`src/rtl/reg_file_arb_pkg.sv`:
```
// Shared types and constants for the reg_file arbiter.
package reg_file_arb_pkg;

    typedef enum logic {
        CLEAR = 1'b0,
        RUN   = 1'b1
    } arb_state_t;

    // Requester IDs, also used as bit positions in the one-hot grant vector
    localparam logic REQ_A = 1'b0;
    localparam logic REQ_B = 1'b1;

endpackage

```
`src/rtl/reg_file_rr2.sv`:
```
// Combinational two-way round-robin pick; prio names the requester that
// wins when both ask. The pointer itself is kept by the parent.
module reg_file_rr2
    import reg_file_arb_pkg::*;
(
    input  logic       a_req,
    input  logic       b_req,
    input  logic       prio,
    output logic [1:0] gnt
);

    // One-hot grant: a lone requester wins, otherwise the prio holder wins
    always_comb begin
        gnt = '0;
        if (a_req && (!b_req || prio == REQ_A)) begin
            gnt[REQ_A] = 1'b1;
        end else if (b_req) begin
            gnt[REQ_B] = 1'b1;
        end
    end

endmodule

```
`src/rtl/reg_file_arbiter.sv`:
```
// Two-requester arbiter/sequencer in front of reg_file. Grants one
// single-beat request per cycle, drives registered write/read ports and
// returns read data two cycles after the grant.
// Optional macro REG_FILE_ARB_CLEAR_EN: zero-fill all 2^N entries after
// reset before accepting traffic (busy high meanwhile).
module reg_file_arbiter
    import reg_file_arb_pkg::*;
#(
    parameter int N    = 7,
    parameter int BITS = 4
) (
    input  logic            clk,
    input  logic            reset,
    input  logic            a_req,
    input  logic            b_req,
    input  logic            a_we,
    input  logic            b_we,
    input  logic [N-1:0]    a_addr,
    input  logic [N-1:0]    b_addr,
    input  logic [BITS-1:0] a_wdata,
    input  logic [BITS-1:0] b_wdata,
    output logic            a_gnt,
    output logic            b_gnt,
    output logic            a_rvalid,
    output logic            b_rvalid,
    output logic [BITS-1:0] a_rdata,
    output logic [BITS-1:0] b_rdata,
    output logic [N-1:0]    rf_address_w,
    output logic [BITS-1:0] rf_data_w,
    output logic            rf_WE,
    output logic [N-1:0]    rf_address_r,
    input  logic [BITS-1:0] rf_data_r,
    output logic            busy
);

`ifdef REG_FILE_ARB_CLEAR_EN
    localparam arb_state_t RESET_STATE = CLEAR;
    logic [N-1:0] clr_addr;
`else
    localparam arb_state_t RESET_STATE = RUN;
`endif

    arb_state_t      state;
    arb_state_t      state_nxt;
    logic            run_en;
    logic            prio;
    logic [1:0]      gnt;
    logic            sel_b;
    logic            any_gnt;
    logic            g_we;
    logic [N-1:0]    g_addr;
    logic [BITS-1:0] g_wdata;
    logic            rd_pend;
    logic            rd_tag;

    // State register
    always_ff @(posedge clk or posedge reset) begin
        if (reset) begin
            state <= RESET_STATE;
        end else begin
            state <= state_nxt;
        end
    end

    // Next state: leave CLEAR once the last entry has been written
    always_comb begin
        state_nxt = state;
`ifdef REG_FILE_ARB_CLEAR_EN
        if (state == CLEAR && clr_addr == '1) begin
            state_nxt = RUN;
        end
`else
        state_nxt = RUN;
`endif
    end

    // FSM outputs; grants are also held off while reset is asserted
    always_comb begin
        run_en = (state == RUN) && !reset;
`ifdef REG_FILE_ARB_CLEAR_EN
        busy   = (state == CLEAR);
`else
        busy   = 1'b0;
`endif
    end

`ifdef REG_FILE_ARB_CLEAR_EN
    // Clear address counter, one entry per CLEAR cycle
    always_ff @(posedge clk or posedge reset) begin
        if (reset) begin
            clr_addr <= '0;
        end else if (state == CLEAR) begin
            clr_addr <= clr_addr + {{(N-1){1'b0}}, 1'b1};
        end
    end
`endif

    reg_file_rr2 u_rr2 (
        .a_req (a_req && run_en),
        .b_req (b_req && run_en),
        .prio  (prio),
        .gnt   (gnt)
    );

    assign a_gnt   = gnt[REQ_A];
    assign b_gnt   = gnt[REQ_B];
    assign sel_b   = gnt[REQ_B];
    assign any_gnt = |gnt;
    assign g_we    = sel_b ? b_we    : a_we;
    assign g_addr  = sel_b ? b_addr  : a_addr;
    assign g_wdata = sel_b ? b_wdata : a_wdata;

    // Priority pointer flips to the other requester after every grant
    always_ff @(posedge clk or posedge reset) begin
        if (reset) begin
            prio <= REQ_A;
        end else if (any_gnt) begin
            prio <= sel_b ? REQ_A : REQ_B;
        end
    end

    // Registered write port: clear writes, granted writes, else WE drops
    always_ff @(posedge clk or posedge reset) begin
        if (reset) begin
            rf_WE        <= 1'b0;
            rf_address_w <= '0;
            rf_data_w    <= '0;
        end else begin
`ifdef REG_FILE_ARB_CLEAR_EN
            if (state == CLEAR) begin
                rf_WE        <= 1'b1;
                rf_address_w <= clr_addr;
                rf_data_w    <= '0;
            end else
`endif
            if (any_gnt && g_we) begin
                rf_WE        <= 1'b1;
                rf_address_w <= g_addr;
                rf_data_w    <= g_wdata;
            end else begin
                rf_WE        <= 1'b0;
            end
        end
    end

    // Registered read address plus one-deep requester tag
    always_ff @(posedge clk or posedge reset) begin
        if (reset) begin
            rf_address_r <= '0;
            rd_pend      <= 1'b0;
            rd_tag       <= REQ_A;
        end else if (any_gnt && !g_we) begin
            rf_address_r <= g_addr;
            rd_pend      <= 1'b1;
            rd_tag       <= sel_b ? REQ_B : REQ_A;
        end else begin
            rd_pend      <= 1'b0;
        end
    end

    // Read return: capture file data for the tagged requester, pulse rvalid
    always_ff @(posedge clk or posedge reset) begin
        if (reset) begin
            a_rvalid <= 1'b0;
            b_rvalid <= 1'b0;
            a_rdata  <= '0;
            b_rdata  <= '0;
        end else begin
            a_rvalid <= rd_pend && (rd_tag == REQ_A);
            b_rvalid <= rd_pend && (rd_tag == REQ_B);
            if (rd_pend && rd_tag == REQ_A) begin
                a_rdata <= rf_data_r;
            end
            if (rd_pend && rd_tag == REQ_B) begin
                b_rdata <= rf_data_r;
            end
        end
    end

endmodule

```
`config.mk`:
```
export PLATFORM = sky130hd
export DESIGN_NAME = reg_file_arbiter
export DESIGN_NICKNAME = d
export VERILOG_FILES = /design/src/rtl/reg_file_arb_pkg.sv /design/src/rtl/reg_file_rr2.sv /design/src/rtl/reg_file_arbiter.sv
export SDC_FILE = /design/constraint.sdc
export NUM_CORES = 1
export LEC_CHECK = 0
export BUFFER_PORTS_ARGS = -buffer_cell sky130_fd_sc_hd__buf_2
export CELL_PAD_IN_SITES_DETAIL_PLACEMENT = 0
export CELL_PAD_IN_SITES_GLOBAL_PLACEMENT = 1
export CORE_MARGIN = 2
export CORE_UTILIZATION = 32
export CTS_CLUSTER_DIAMETER = 40
export CTS_CLUSTER_SIZE = 16
export DETAILED_ROUTE_END_ITERATION = 6
export PLACE_DENSITY = 0.8
export SLEW_MARGIN = 20
export SYNTH_ARGS = -nofsm -noshare
export SYNTH_HDL_FRONTEND = slang
export SYNTH_SLANG_ARGS = --single-unit
```
`constraint.sdc`:
```
create_clock -name clk -period 1.3 [get_ports clk]
set_input_delay 0.13 -clock clk [delete_from_list [all_inputs] [get_ports clk]]
set_output_delay 0.13 -clock clk [all_outputs]
set_load 0.05 [all_outputs]
```
==> metrics.yaml <==
worst_setup_path:
  start_kind: "flop"
  startpoint: "prio$_DFFE_PP0P_"
  max_stage_delay_ns: 0.36
  reg2reg_slack_ns: -0.16
  worstSetupEndpoint: "rf_address_w[6]$_DFFE_PP0P_"
  r2r_end: "rf_address_w[6]$_DFFE_PP0P_"
  reg2regPathDepth: 4
  crit_path_end_kind: "flop"
  r2r-start: "prio$_DFFE_PP0P_"
  crit_chain: "nand2b_4 > nand3_4 > mux2_4 > mux2_4"
  cpMaxStageDelayCell: "dfrtp_1"
  crit_type: "flop to flop"
  crit_top_cell: "mux2_4"
  worstPathArrival_ns: 1.61
  crit_required_ns: 1.46
  crit_path_max_fanout: 7
layout:
  syn_to_final_growth_pct: 44.3
  postLayoutCellArea_um2: 2050
  layout.nets: 203
  antenna-diode-count: 0
  layout-drive-gt1-share_pct: 71.9
  fill_cells: 385
  final_cells: 223
synth:
  yosysSeqAreaShare_pct: 56.4
  synth_nets: 130
  synth-async-reset-ratio_pct: 100
  synth.top_cell.area_share_pct: 56.4
  synth_cell_types: 19
  synth-seq-cells: 32
  ys_warn_count: 0
  syn_avg_cell_area_um2: 14.5
  synthCells: 98
  yosysTopAreaCell: "dfrtp_1"
  synthFlopType: "dfrtp_1"
  synth_edf_count: 0
  synth.most_common_cell: "dfrtp_1"
  yosys-top-cells-area: "dfrtp_1, mux2_2, mux2_4, inv_1, nand3_4"
  syn_area_um2: 1420
  post_synth_most_frequent_cells: "dfrtp_1, mux2_2, mux2_4, inv_1, nor2_1"
die:
  ios: 64
  fp.coreArea_um2: 4320
  die_h_um: 70.6
  rows: 24
  die-width_um: 70.6
  initial_utilization_pct: 32.8
  die_area_um2: 4990
place:
  io_buffers: 62
  placed_area_um2: 1830
  dp_hpwl_um: 2360
  gp_congestion: 0.714
  dpl.cell_count: 213
sta:
  slew_viol_final: 0
  min_period_ns: 1.46
  setup_slack_ns: -0.155
  rsz0062_at_grt: "yes"
  fin_tns_setup_ns: -2.56
  setup_viol: 20
  fmax_ghz: 0.687
  timing.final.crit_share_pct: 112
  hold_viol: 0
  final.setup_skew_ns: 0.00555
clock_tree:
  clk_pin_slew_ns: 0.07
  root_buffer: "clkbuf_8"
  cts_tree: "yes"
  clockBufferDepth: 2
  cts_num_sinks: 32
  cts_buffers: 5
  insertion_delay_ns: 0.28
  cts_max_level: 2
outcome:
  failed_checks: "negative setup slack"
  status: "complete, but fails checks"
grt:
  antenna_found_initial: 0
  grt_max_degree: 33
  grt_busiest_layer: "met2"
  gr-usage-all-layers_pct: 14.0
  overflow: 0
  use_met3_pct: 4.84
  use_met2_pct: 23.0
  first_global_vias: 1097
  grt_pass1_wl_um: 5350
  met1_usage_pct: 15.9
route:
  drtIter0Drc: 29
  vias: 1032
  via_per_inst: 4.63
  ant_nets: 0
  wl_per_cell_um: 15.4
  wl_um: 3430
  drc_errors: 0
  drt_pre_antenna_iters: 4
pwr:
  leakagePower_uw: 0.00106
  peakVddDrop_mv: 1.05
  powerDensity_nw_per_um2: 2000
worst_hold_path:
  hp-class: "input port to async pin"
job:
  drv_cap: 0
-- layout make-up --
cell class              instances  area, um^2  share of cell area (%)
flip-flops and latches         32         801                    39.1
repair buffers                 69         399                    19.5
inverters                       5        22.5                    1.10
well taps                      52        65.1                    3.17
multi-input cells              58         666                    32.5
clock buffers                   7        96.3                    4.70
-- registers in the layout, summed over array words and instances (netlist names) --
name,cells
rf_address_r,7
rf_address_w,7
a_rdata,4
b_rdata,4
rf_data_w,4
a_rvalid,1
b_rvalid,1
prio,1
rd_pend,1
rd_tag,1
rf_WE,1
-- power by group --
| part | switching, uW | leakage (uW) | internal [uW] | total, uW |
|---|---|---|---|---|
| Combinational | 1290 | 0.000622 | 563 | 1850 |
| Sequential | 148 | 0.000384 | 1270 | 1420 |
| Clock | 347 | 0.0000503 | 471 | 818 |
-- timing repair --
action | 4_1_cts | 5_1_grt
buffers inserted | 1 | 0
gates resized for setup | 23 | 3
endpoints found under the setup margin | 20 | 20
hold buffers | 0 | 0
gates cloned | 2 | 0
pin swaps | 3 | 0
-- worst min-delay path by stage --
stage	start	to	slack (ns)	depth (start not counted)
floorplan	reset	a_rdata[0]$_DFFE_PP0P_	0.07	1
global placement	reset	prio$_DFFE_PP0P_	0.31	3
detailed placement	reset	prio$_DFFE_PP0P_	0.33	3
CTS	reset	prio$_DFFE_PP0P_	0.08	3
global route	rf_data_r[3]	a_rdata[3]$_DFFE_PP0P_	0.09	2
finish	reset	rf_data_w[1]$_DFFE_PP0P_	0.06	3
-- through the flow --
step | setup slack (ns) | hold slack, ns | total power, uW | util (%)
after floorplan | -0.369 | 0.0736 | 2770 | -
after global placement | -0.184 | 0.309 | 3170 | 42.3
after detailed placement | -0.231 | 0.327 | 3220 | 42.3
after CTS | -0.168 | 0.0821 | 4120 | 47.1
after global routing | -0.200 | 0.0934 | 4270 | 47.4
final | -0.155 | 0.0575 | 4090 | 47.4
-- cell usage in the layout (no fill, tap or decap), drive strengths merged --
| master | n |
|---|---|
| a21o | 1 |
| a21oi | 1 |
| buf | 69 |
| clkbuf | 7 |
| clkinvlp | 1 |
| conb | 1 |
| dfrtp | 32 |
| inv | 4 |
| mux2 | 37 |
| nand2 | 3 |
| nand2b | 2 |
| nand3 | 5 |
| nor2 | 4 |
| o21ai | 2 |
| o21bai | 1 |
| o31a | 1 |
-- logic make-up after synthesis --
logic type,share of synthesized area [%]
mux,31.5
compound gates,2.82
simple gates,5.55
flops,56.4
other cells,0.264
buf+inv,3.52
-- critical path, delay by kind of cell, from the launching register on --
| family | cells | cell delay, ns |
|---|---|---|
| muxes | 2 | 0.61 |
| DFF | 1 | 0.36 |
| and+or+nand+nor | 2 | 0.36 |
-- per-layer routing --
metal / up-vias / share of wire (%)
li1: 481 / -
met1: 485 / 40
met2: 58 / 48
met3: 8 / 9.9
met4: 0 / 2.2
met5: - / 0
Note: power is estimated with default switching activity, not from simulation.
